<file path="src/rtl/adc_spi_muestreo_if.sv">
// Bundles the serial ADC pins and the filter-facing sample outputs of adc_spi_muestreo.
// Latency: none, wires only.
// Backpressure: none; the filter side takes every EN strobe.
//
// Signals:
//   sdata  ADC serial data, driven by the ADC on sclk falling edges
//   cs_n   ADC chip select, active low
//   sclk   ADC serial clock, idles high
//   u      signed fixed-point sample for the filter input, held between updates
//   EN     one-cycle strobe marking a new value on u
//   err    one-cycle pulse when a frame's leading bits were not all zero
// Modports:
//   master  the acquisition block (drives cs_n/sclk/u/EN/err, reads sdata)
//   slave   the ADC plus filter side (drives sdata, reads the rest)
interface adc_spi_muestreo_if #(
  parameter int size = 19
);
  logic            sdata;
  logic            cs_n;
  logic            sclk;
  logic [size-1:0] u;
  logic            EN;
  logic            err;

  modport master (
    input  sdata,
    output cs_n,
    output sclk,
    output u,
    output EN,
    output err
  );

  modport slave (
    output sdata,
    input  cs_n,
    input  sclk,
    input  u,
    input  EN,
    input  err
  );
endinterface

</file>
<file path="src/rtl/adc_spi_muestreo.sv">
// Timed serial-ADC acquisition: one 16-clock frame per sample period, converted to signed fixed point.
// Latency: u/EN update 1 + clk_div + 32*clk_div + 1 clk edges after the frame-start (timer wrap) edge.
// Backpressure: none; EN is a single-cycle strobe at most once per sample period.
//
// Ports:
//   clk   system clock
//   rst   synchronous active-high reset, overrides everything including a frame in flight
//   bus   adc_spi_muestreo_if.master: sdata in; cs_n, sclk, u, EN, err out (all registered)
// Parameters:
//   size        output word width
//   pf          output fraction bits (adc_bits-1 <= pf)
//   adc_bits    ADC data bits inside the 16-bit frame
//   clk_div     clk cycles per sclk half-period (>= 1)
//   sample_div  clk cycles per sample period (>= 33*clk_div+4)
module adc_spi_muestreo #(
  parameter int size       = 19,
  parameter int pf         = 14,
  parameter int adc_bits   = 12,
  parameter int clk_div    = 4,
  parameter int sample_div = 2500
) (
  input  logic                 clk,
  input  logic                 rst,
  adc_spi_muestreo_if.master   bus
);

  localparam int TW = (sample_div > 2) ? $clog2(sample_div) : 1;
  localparam int CW = $clog2(clk_div + 1) + 1;
  // Left shift that places the ADC MSB weight at 2^-1 relative to the output LSB grid,
  // so full scale lands on [-1.0, +1.0).
  localparam int SH = pf - adc_bits + 1;

  localparam logic [TW-1:0] TIMER_MAX = TW'(sample_div - 1);
  localparam logic [CW-1:0] SETUP_END = CW'(clk_div);
  localparam logic [CW-1:0] HALF_END  = CW'(clk_div - 1);

  typedef enum logic [1:0] {
    IDLE  = 2'd0,
    SETUP = 2'd1,
    SHIFT = 2'd2,
    DONE  = 2'd3
  } state_t;

  // Registered state
  state_t          state, state_n;
  logic [TW-1:0]   timer, timer_n;
  logic [CW-1:0]   cnt, cnt_n;
  logic [3:0]      bitcnt, bitcnt_n;
  logic [15:0]     shift, shift_n;
  logic            cs_n_q, cs_n_n;
  logic            sclk_q, sclk_n;
  logic [size-1:0] u_q, u_n;
  logic            en_q, en_n;
  logic            err_q, err_n;

  // Conversion datapath (purely from the shift register, evaluated in DONE)
  logic                  wrap;
  logic [adc_bits-1:0]   d;
  logic [adc_bits-1:0]   s;
  logic [15-adc_bits:0]  lead;
  logic signed [size-1:0] ext;
  logic signed [size-1:0] conv;

  // ---------------------------------------------------------------------------
  // Sample timer: free-running in every state, the wrap marks a frame start.
  // ---------------------------------------------------------------------------
  always_comb begin
    wrap    = (timer == TIMER_MAX);
    timer_n = wrap ? '0 : timer + TW'(1);
  end

  // ---------------------------------------------------------------------------
  // Offset-binary to two's complement: flipping the MSB maps mid-scale to 0.
  // ---------------------------------------------------------------------------
  always_comb begin
    d    = shift[adc_bits-1:0];
    lead = shift[15:adc_bits];
    s    = {~d[adc_bits-1], d[adc_bits-2:0]};
    ext  = {{(size-adc_bits){s[adc_bits-1]}}, s};
    conv = ext <<< SH;
  end

  // ---------------------------------------------------------------------------
  // Next-state and next-output logic. Every output is a register, so the pins
  // see these values one edge later and sdata never reaches a pin directly.
  // ---------------------------------------------------------------------------
  always_comb begin
    state_n  = state;
    cnt_n    = cnt;
    bitcnt_n = bitcnt;
    shift_n  = shift;
    cs_n_n   = cs_n_q;
    sclk_n   = sclk_q;
    u_n      = u_q;
    en_n     = 1'b0;
    err_n    = 1'b0;

    unique case (state)
      IDLE: begin
        cs_n_n = 1'b1;
        sclk_n = 1'b1;
        if (wrap) begin
          state_n  = SETUP;
          cs_n_n   = 1'b0;
          cnt_n    = '0;
          bitcnt_n = '0;
        end
      end

      SETUP: begin
        // cs_n low with sclk parked high; the count starts at the frame-start
        // edge, so the first sclk fall comes clk_div+1 edges after cs_n falls.
        if (cnt == SETUP_END) begin
          state_n = SHIFT;
          sclk_n  = 1'b0;
          cnt_n   = '0;
        end else begin
          cnt_n = cnt + CW'(1);
        end
      end

      SHIFT: begin
        if (cnt == HALF_END) begin
          cnt_n = '0;
          if (!sclk_q) begin
            // End of low phase: raise sclk and sample the bit the ADC
            // presented on the preceding falling edge.
            sclk_n  = 1'b1;
            shift_n = {shift[14:0], bus.sdata};
          end else if (bitcnt == 4'd15) begin
            // 16th high phase complete: release the ADC, sclk stays high.
            state_n = DONE;
            cs_n_n  = 1'b1;
          end else begin
            sclk_n   = 1'b0;
            bitcnt_n = bitcnt + 4'd1;
          end
        end else begin
          cnt_n = cnt + CW'(1);
        end
      end

      DONE: begin
        state_n = IDLE;
        cs_n_n  = 1'b1;
        sclk_n  = 1'b1;
        if (lead == '0) begin
          u_n  = conv;
          en_n = 1'b1;
        end else begin
          // Framing fault: keep the last good sample and flag it instead.
          err_n = 1'b1;
        end
      end

      default: begin
        state_n = IDLE;
        cs_n_n  = 1'b1;
        sclk_n  = 1'b1;
      end
    endcase
  end

  // ---------------------------------------------------------------------------
  // State register with synchronous reset; reset aborts any frame in flight.
  // ---------------------------------------------------------------------------
  always_ff @(posedge clk) begin
    if (rst) begin
      state  <= IDLE;
      timer  <= '0;
      cnt    <= '0;
      bitcnt <= '0;
      shift  <= '0;
      cs_n_q <= 1'b1;
      sclk_q <= 1'b1;
      u_q    <= '0;
      en_q   <= 1'b0;
      err_q  <= 1'b0;
    end else begin
      state  <= state_n;
      timer  <= timer_n;
      cnt    <= cnt_n;
      bitcnt <= bitcnt_n;
      shift  <= shift_n;
      cs_n_q <= cs_n_n;
      sclk_q <= sclk_n;
      u_q    <= u_n;
      en_q   <= en_n;
      err_q  <= err_n;
    end
  end

  assign bus.cs_n = cs_n_q;
  assign bus.sclk = sclk_q;
  assign bus.u    = u_q;
  assign bus.EN   = en_q;
  assign bus.err  = err_q;

endmodule

</file>
<file path="src/flat_wrapper.sv">
// flat-port wrapper written by rule: the top's interface ports become plain ports
module adc_spi_muestreo_flat 
#(
  parameter int size       = 19,
  parameter int pf         = 14,
  parameter int adc_bits   = 12,
  parameter int clk_div    = 4,
  parameter int sample_div = 2500
)
  (clk, rst, bus_sdata, bus_cs_n, bus_sclk, bus_u, bus_EN, bus_err);
  adc_spi_muestreo_if #(.size(size)) bus_i ();
  input  logic clk;
  input  logic rst;
  input wire logic [$bits(bus_i.sdata)-1:0] bus_sdata;
  output wire logic [$bits(bus_i.cs_n)-1:0] bus_cs_n;
  output wire logic [$bits(bus_i.sclk)-1:0] bus_sclk;
  output wire logic [$bits(bus_i.u)-1:0] bus_u;
  output wire logic [$bits(bus_i.EN)-1:0] bus_EN;
  output wire logic [$bits(bus_i.err)-1:0] bus_err;
  assign bus_i.sdata = bus_sdata;
  assign bus_cs_n = bus_i.cs_n;
  assign bus_sclk = bus_i.sclk;
  assign bus_u = bus_i.u;
  assign bus_EN = bus_i.EN;
  assign bus_err = bus_i.err;
  adc_spi_muestreo #(.size(size), .pf(pf), .adc_bits(adc_bits), .clk_div(clk_div), .sample_div(sample_div)) u_core (.clk(clk), .rst(rst), .bus(bus_i));
endmodule
</file>
<file path="config.mk">
export PLATFORM = sky130hd
export DESIGN_NAME = adc_spi_muestreo_flat
export DESIGN_NICKNAME = d
export VERILOG_FILES = /design/src/rtl/adc_spi_muestreo_if.sv /design/src/rtl/adc_spi_muestreo.sv /design/src/flat_wrapper.sv
export SDC_FILE = /design/constraint.sdc
export NUM_CORES = 1
export LEC_CHECK = 0
export ABC_AREA = 1
export BUFFER_PORTS_ARGS = -buffer_cell sky130_fd_sc_hd__buf_2
export CAP_MARGIN = 20
export CORE_MARGIN = 2
export CORE_UTILIZATION = 44
export DETAILED_ROUTE_END_ITERATION = 8
export HOLD_SLACK_MARGIN = 0.12
export PLACE_DENSITY_LB_ADDON = 0.08
export RECOVER_POWER = 100
export REMOVE_ABC_BUFFERS = 1
export SYNTH_ARGS = -nofsm -noshare
export SYNTH_HDL_FRONTEND = slang
export SYNTH_SLANG_ARGS = --single-unit
</file>
<file path="constraint.sdc">
create_clock -name clk -period 1.7 [get_ports clk]
set_input_delay 0.34 -clock clk [delete_from_list [all_inputs] [get_ports clk]]
set_output_delay 0.34 -clock clk [all_outputs]
set_load 0.01 [all_outputs]
</file>
---- Word-level counts from Yosys, hierarchy flattened ----
Cells that the tools add are included.
cells by class
  $add $sub $neg .......................... 3
  equality and inequality tests ........... 13
  multiplexer cells ....................... 26
  bitwise gates (word level) .............. 3
  reductions and logical operators ........ 15
operators by type and width
  operator                                                               count
  4-bit 2-to-1 mux                                                       6
  12-bit by 1-bit adder with 12-bit output, second input constant        1
  12-bit equality test, second input constant                            1
  4-bit one-hot mux with 3 select lines                                  1
  1-bit 2-to-1 mux                                                       10
  2-bit 2-to-1 mux                                                       5
  2-bit by 1-bit != test with 1-bit output, second input constant        5
  5-bit AND reduction                                                    2
  4-bit by 1-bit adder with 4-bit output, second input constant          2
  2-bit one-hot mux with 4 select lines                                  1
  4-bit one-hot mux with 2 select lines                                  1
  1-bit one-hot mux with 3 select lines                                  2
  2-bit AND reduction                                                    3
  3-bit nonzero test                                                     2
  2-bit OR reduction                                                     3
  2-bit equality test, second input constant                             2
  4-bit by 2-bit equality test with 1-bit output, second input constant  1
  4-bit by 3-bit equality test with 1-bit output, second input constant  1
  4-bit equality test, second input constant                             1
  4-bit logical NOT                                                      1
  4-bit AND reduction                                                    1
  1-bit inverter                                                         3
  3-bit AND reduction                                                    1
  2-bit by 1-bit equality test with 1-bit output, second input constant  1
  3 further kinds                                                        3
word-level totals
  flip-flop bits (word level) ............. 54
  bits of input ports ..................... 3
  logic and storage cells ................. 70

---- Longest topological paths before layout ----
Gate-level depths: netlist (run 1).
  word-level depth ........................ 5
  depth in mapped cells ................... 9
  gate-level depth less buffers ........... 9

---- Worst setup path after synthesis (run 1) ----
OpenSTA, ideal clock, no wires.
  kind .................................... reg2reg
  start ................................... register u_core.state[0]
  end ..................................... register u_core.bitcnt[0]
  data arrival time ....................... 1389 ps
  required time ........................... 1582 ps
  setup slack ............................. 193 ps
  cell stages (with the launch flop) ...... 10
  path buffers ............................ 1
  period minus slack after synthesis ...... 1507 ps
  cells stage by stage .................... dfxtp_1 -> inv_1 -> ha_1 -> buf_6 -> nand2_2 -> o21ai_0 -> nor2_4 -> nand2_1 -> nand2_1 -> a21oi_1
on the way
  cells in the longest elaborated chain, start to end .. 3
  elaborated cells between the ends (all ways) .. 9
  those cells by class .................... 5 x eq/ne; 1 x mux; 3 x reduce/logical
ends and longest elaborated chain
  element                                                          RTL line                 source
  from (decl)                                                      adc_spi_muestreo.sv:45   state_t state, state_n;
  from (signal assigned)                                           adc_spi_muestreo.sv:180  state <= state_n;
  2-bit equality test / 2-bit logical NOT (equally long branches)  adc_spi_muestreo.sv:98   unique case (state)
  2-bit != test (no line), or another cell as far along            n/a
  5-bit AND reduction (no line)                                    n/a
  to (signal assigned)                                             adc_spi_muestreo.sv:183  bitcnt <= bitcnt_n;
  to (decl)                                                        adc_spi_muestreo.sv:48   logic [3:0] bitcnt, bitcnt_n;
Parallel ways exist; a longest one is shown, timed or not.
A chain may end at the register's enable or synchronous reset.

---- Final worst setup path (run 1) ----
  start ................................... register u_core.state[0]
  end ..................................... register u_core.shift[12]
on the way
  cells in the longest elaborated chain, start to end .. 2
ends and longest elaborated chain
  element                        RTL line                 source
  2-bit equality test            adc_spi_muestreo.sv:98
  3-bit AND reduction (no line)  n/a
  to (signal assigned)           adc_spi_muestreo.sv:184  shift <= shift_n;
  to (decl)                      adc_spi_muestreo.sv:49   logic [15:0] shift, shift_n;
No other way between the ends.

==> impl_metrics.ini, run 1 <==
[cts]
cts_resized = 0
cts_hold_buf = 0
cts_max_path_buffers = 2
clk-insertion-delay-late_ns = 0.32
cts_max_level = 2
tritoncts = yes
clkTransAtPathRegs_ns = 0.10
cts_made_buffers = 5
clkSinkCount = 54
cts_setup_buffers = 0
root_buffer = clkbuf_8

[hold_path]
hold_depth = 3
whs_endpoint = u_core.shift[0]
hold_start = bus_sdata
hp-class = primary input to flop

[die]
die_x_um = 79.3
fp.dieH_um = 79.3
ioPinCount = 26
dieArea_um2 = 6290
rows = 27
core_area_um2 = 5510
start_util = 0.453

[setup_path]
path_cells = inv_1, ha_2, nand2_2, nor2_4, clkbuf_2, o21ai_0, a21oi_1
critical_path.top_delay_family = buffers and inverters
cp_slowest_cell = dfxtp_1
r2r_slack_ns = 0.17
end_kind = flop
cp.depth = 7
path_buf_inv = 2
r2r-start = u_core.state[0]
crit_arrival_ns = 1.78
worst_ep_required_time_ns = 1.95
slowest_delay_ns = 0.32
r2r-end = u_core.shift[12]
critPathLaunchType = flop
cp_max_fo = 16
r2r_cells = 7
worstSetupPathType = flop to flop

[finish]
nFillCells = 562
nets = 370
diodes = 0
syn2layout_area_growth_pct = 7.67
final_core_util = 0.488
multi_input_area_um2 = 1180
final_cell_mix = nor2_1, nand2_1, dfxtp_1
ff_latch_area_um2 = 1080
drive_above_1_share = 0.0838
layout.cells.most_common = nor2_1

[routing]
drc = 0
post_drt_wl_per_cell_um = 11.0
ant_nets = 0
drt_wl_total_um = 4740
vias = 2065
dr.pass1.iters = 4
viasPerCell = 4.80
drtIter0Drc = 106

[timing]
skew_ns = 0.0127
timing.hold.ws_ns = 0.264
fmax_mhz = 652
finalSetupTns_ns = 0
hold_violations = 0
min_period_over_period = 0.903
slew_violations = 0
setup_violations = 0
rsz0062_at_grt = no
worst_slack_ns = 0.166
fin_crit_ns = 1.53

[synth]
ys_types = 27
ys_seq_area_frac = 0.433
syn_inst = 337
synth_top_area_frac = 0.433
synth_flop_cell = dfxtp_1
async_reset_ff_frac = 0
synth-edff-count = 0
synth-seq-cells = 54
yosysTopAreaCell = dfxtp_1
synth_area_leaders = dfxtp_1, nor2_1, nand2_1, nand3_1, a21oi_1
syn-cell-area_um2 = 2490
syn_avg_cell_area_um2 = 7.40
yosysWarningCount = 0

[global_routing]
grt_pass1_wl_um = 8260
track_usage = 0.165
grt_max_degree = 20
grt_pass1_vias = 1839
gr-total-overflow = 0
grt_antenna_before_repair = 0

[flow_run]
maxCapViolCount = 0

[power]
peakVddDrop_v = 0.000423
leakagePower_nw = 1.11
p_per_area_nw_per_um2 = 915

[outcome]
status = finished clean

[placed_design]
place_congestion = 0.785
dp_hpwl_um = 3350
portBuffers = 22
place_ws_ns = 0.130
==> worst min-delay path, cell delays in order <==
cell    delay (ns)
buf_2         0.08
nor2_1        0.04
nor2_1        0.08
==> power breakdown <==
part | internal, mW | switching [mW]
logic | 0.123 | 0.220
registers | 1.31 | 0.0371
clock network | 0.306 | 0.464
==> cell type report <==
| class | instances | share of cell area |
|---|---|---|
| clock inverter | 3 | 0.0107 |
| tap | 72 | 0.0335 |
| sequential | 54 | 0.402 |
| timing repair buffer | 30 | 0.0531 |
| multi-input combinational | 240 | 0.438 |
| inverter | 26 | 0.0363 |
| clock buffer | 5 | 0.0256 |
==> metrics by stage <==
step	cell area (µm²)	power, mW	instances
3_5_place_dp	2630	1.72	422
2_1_floorplan	2370	1.61	320
6_report	2690	2.46	430
3_3_place_gp	2630	1.72	422
5_1_grt	2690	2.60	430
4_1_cts	2730	2.49	430
==> kinds of logic (layout without fill, tap and decap cells) <==
logic type / count (synthesis) / in the layout / share of synthesized area
simple gates: 169 / 169 / 0.301
compound gates: 54 / 54 / 0.109
flops: 54 / 54 / 0.433
buf+inv: 45 / 64 / 0.0908
fa+ha+maj: 10 / 10 / 0.0502
xor+xnor: 4 / 4 / 0.0140
other cells: 1 / 3 / 0.00150
==> cells in the mapped netlist (2+ instances only) <==
master / instances
a21oi_1: 30
buf_2: 3
buf_4: 8
buf_6: 3
clkbuf_1: 4
dfxtp_1: 54
ha_1: 10
inv_1: 25
nand2_1: 56
nand2_2: 5
nand3_1: 32
nand4_1: 2
nor2_1: 62
nor2_4: 2
nor3_1: 2
nor3b_1: 2
o21ai_0: 23
or2_2: 2
xor2_1: 4
==> how the worst max path moves through the flow <==
stage	to	from	slack (ns)
global placement	u_core.bitcnt[1]	u_core.state[0]	0.15
detailed placement	u_core.bitcnt[1]	u_core.state[0]	0.13
finish	u_core.shift[12]	u_core.state[0]	0.17
global route	u_core.shift[7]	u_core.state[0]	0.03
CTS	u_core.bitcnt[1]	u_core.state[0]	0.13
floorplan	u_core.shift[11]	u_core.state[0]	0.13
==> sequential cells by signal, summed over array words and instances (netlist names) <==
| register | flops |
|---|---|
| u_core.bus.cs_n | 1 |
| u_core.bitcnt | 4 |
| u_core.bus.err | 1 |
| u_core.bus.u | 12 |
| u_core.shift | 16 |
| u_core.cnt | 4 |
| u_core.bus.EN | 1 |
| u_core.bus.sclk | 1 |
| u_core.state | 2 |
| u_core.timer | 12 |
==> layer usage <==
metal  track usage  share of wire
met5             0              0
met3        0.0341          0.030
met1         0.233           0.53
met4        0.0621          0.015
met2         0.249           0.43
(Power assumes the default switching activity.)
==> run 2: changes to the inputs <==
Settings changed: ABC_AREA 1 to 0.
==> run 2 against run 1 <==
Compared with the run above: the run now ends with negative setup slack left; flip-flop and latch count unchanged; synthesized cell count decreased by 15%; routed wire length increased by 11%; non-clock buffer count increased by 28; via count increased by 1.2%; sequential power decreased by 4%; final cell count decreased by 5.8%; power decreased by 16%; largest power group unchanged.
==> impl_metrics.ini, run 2 <==
[setup_path]
cp_slowest_cell = or4b_4
worstSetupPathType = flop to flop
path_buf_inv = 0
worst_ep_required_time_ns = 1.90
slowest_delay_ns = 0.49
cp_max_fo = 3
crit_arrival_ns = 1.94
critPathLaunchType = flop
end_kind = flop
critical_path.top_delay_family = compound AO/OA/AOI/OAI gates
path_cells = ha_4, or4b_4, o31ai_4, a311oi_1, a41o_1

[routing]
post_drt_wl_per_cell_um = 13.0
drc = 0
drtIter0Drc = 71
ant_nets = 0
dr.pass1.iters = 4
vias = 2089
viasPerCell = 5.16
drt_wl_total_um = 5280

[finish]
final_cell_mix = nand2_1, dfxtp_1, a21oi_1
largest_reg_flops = 16
drive_above_1_share = 0.264
syn2layout_area_growth_pct = 25.7
largest_register = u_core.shift
multi_input_area_um2 = 1450
ff_latch_area_um2 = 1090
diodes = 0
final_cell_area_um2 = 3150
fin_cells = 405
nFillCells = 510
layout.cells.most_common = nand2_1
nets = 346

[timing]
min_period_over_period = 1.02
hold_violations = 0
skew_ns = 0.00730
slew_violations = 0
fmax_mhz = 575
fin_crit_ns = 1.74
rsz0062_at_grt = yes
setup_violations = 7
worst_slack_ns = -0.0393

[power]
p_per_area_nw_per_um2 = 653
leakagePower_nw = 1.10
total_power_mw = 2.06
peakVddDrop_v = 0.000345

[cts]
cts_made_buffers = 5
clkTransAtPathRegs_ns = 0.10
clkSinkCount = 54
root_buffer = clkbuf_8
clk-insertion-delay-late_ns = 0.30
cts_max_path_buffers = 2
cts_max_level = 2
tritoncts = yes
cts_hold_buf = 0

[placed_design]
portBuffers = 22
dp_hpwl_um = 3510
place_congestion = 0.758
post_dp_cell_area_um2 = 2860
dp_cells = 395

[flow_run]
maxCapViolCount = 0

[die]
start_util = 0.455
dieArea_um2 = 6310
rows = 27
die_x_um = 79.5
fp.dieH_um = 79.5
ioPinCount = 26
core_area_um2 = 5510

[synth]
synth.most_common_cell = nand2_1
synth_adder_area_share = 0.0500
synth.mux.area_fraction = 0.00400
synth_flop_cell = dfxtp_1
synthSimpleGateAreaFrac = 0.256
synth_area_leaders = dfxtp_1, nand2_1, a21oi_1, ha_1, xor2_1
synth_top_area_frac = 0.432
yosys-top-cells-count = nand2_1, dfxtp_1, a21oi_1
yosysTopAreaCell = dfxtp_1
yosysWarningCount = 0
synth_top_family_by_area = simple AND/OR/NAND/NOR gates
synth-xor-area-share = 0.0350
synth-edff-count = 0
syn_inst = 285
synth-compound-area-share = 0.155
syn_avg_cell_area_um2 = 8.79
ys_types = 60
ys_seq_area_frac = 0.432
syn-cell-area_um2 = 2500
synth-seq-cells = 54
async_reset_ff_frac = 0

[outcome]
violations = negative setup slack
status = finished with violations

[hold_path]
hp-class = primary input to flop

[global_routing]
grt_antenna_before_repair = 0
grt_pass1_vias = 1934
gr-total-overflow = 0
track_usage = 0.173
grt_pass1_wl_um = 8900
grt_max_degree = 30
[run 2: cell families (layout without fill, tap and decap cells)]
| family | count (synthesis) | after routing |
|---|---|---|
| AOI/OAI and AO/OA | 53 | 53 |
| xor gates and xnor gates | 10 | 10 |
| adders and majority gates | 10 | 10 |
| buffers and inverters | 31 | 77 |
| DFF | 54 | 54 |
| muxes | 1 | 1 |
| other | 1 | 3 |
| and+or+nand+nor | 125 | 125 |
[run 2: repair_timing]
action / 4_1_cts / 5_1_grt
resized for setup: 15 / 31
pin swaps: 12 / 13
hold endpoints to repair: 0 / 0
setup buffers: 2 / 0
endpoints found under the setup margin: 39 / 34
gates cloned: 1 / 1
[run 2: worst register-to-register path, delay by kind of cell (launching register included)]
family          cells  cell delay [ns]
fa+ha+maj           1             0.13
compound gates      3             0.67
flops               1             0.36
simple gates        1             0.49
[run 2: path summary, 6_finish.rpt]
check	from	to	slack (ns)	depth (start not counted)
setup / recovery	u_core.timer[1]	u_core.bitcnt[2]	-0.04	5
hold / removal	bus_sdata	u_core.shift[0]	0.27	3
setup reg to reg	u_core.timer[1]	u_core.bitcnt[2]	-0.04	5
hold reg to reg	u_core.bus.u[12]	u_core.bus.u[12]	0.46	2
[run 2: per-layer routing]
layer  GRT usage  vias up  part of all wire
met3      0.0385        4             0.031
met5           0        -                 0
met1       0.236      981              0.49
met4      0.0448        0            0.0059
met2       0.277       29              0.47
li1            -     1075                 -
[run 2: metrics by stage]
stage          worst slack (ns)   util  hold WS, ns  TNS [ns]
3_3_place_gp             -0.102  0.520        0.440     -1.07
4_1_cts                 -0.0449  0.553        0.260    -0.281
6_report                -0.0393  0.572        0.266    -0.100
5_1_grt                  -0.103  0.572        0.306     -1.55
3_5_place_dp             -0.143  0.520        0.444     -2.19
2_1_floorplan            -0.253      -        0.409     -6.16
[run 2: layout make-up]
type | instances | area share
multi-input combinational | 202 | 0.459
sequential | 54 | 0.345
timing repair buffer | 58 | 0.126
tap | 72 | 0.0286
clock buffer | 5 | 0.0219
inverter | 12 | 0.0143
clock inverter | 2 | 0.00477
[run 2: report_power, final]
part	internal [mW]	switching [mW]	leakage (nW)	total, mW
Combinational	0.0326	0.0511	0.623	0.0837
Sequential	1.27	0.00575	0.437	1.28
Clock	0.282	0.414	0.0362	0.697
Total	1.59	0.471	1.10	2.06
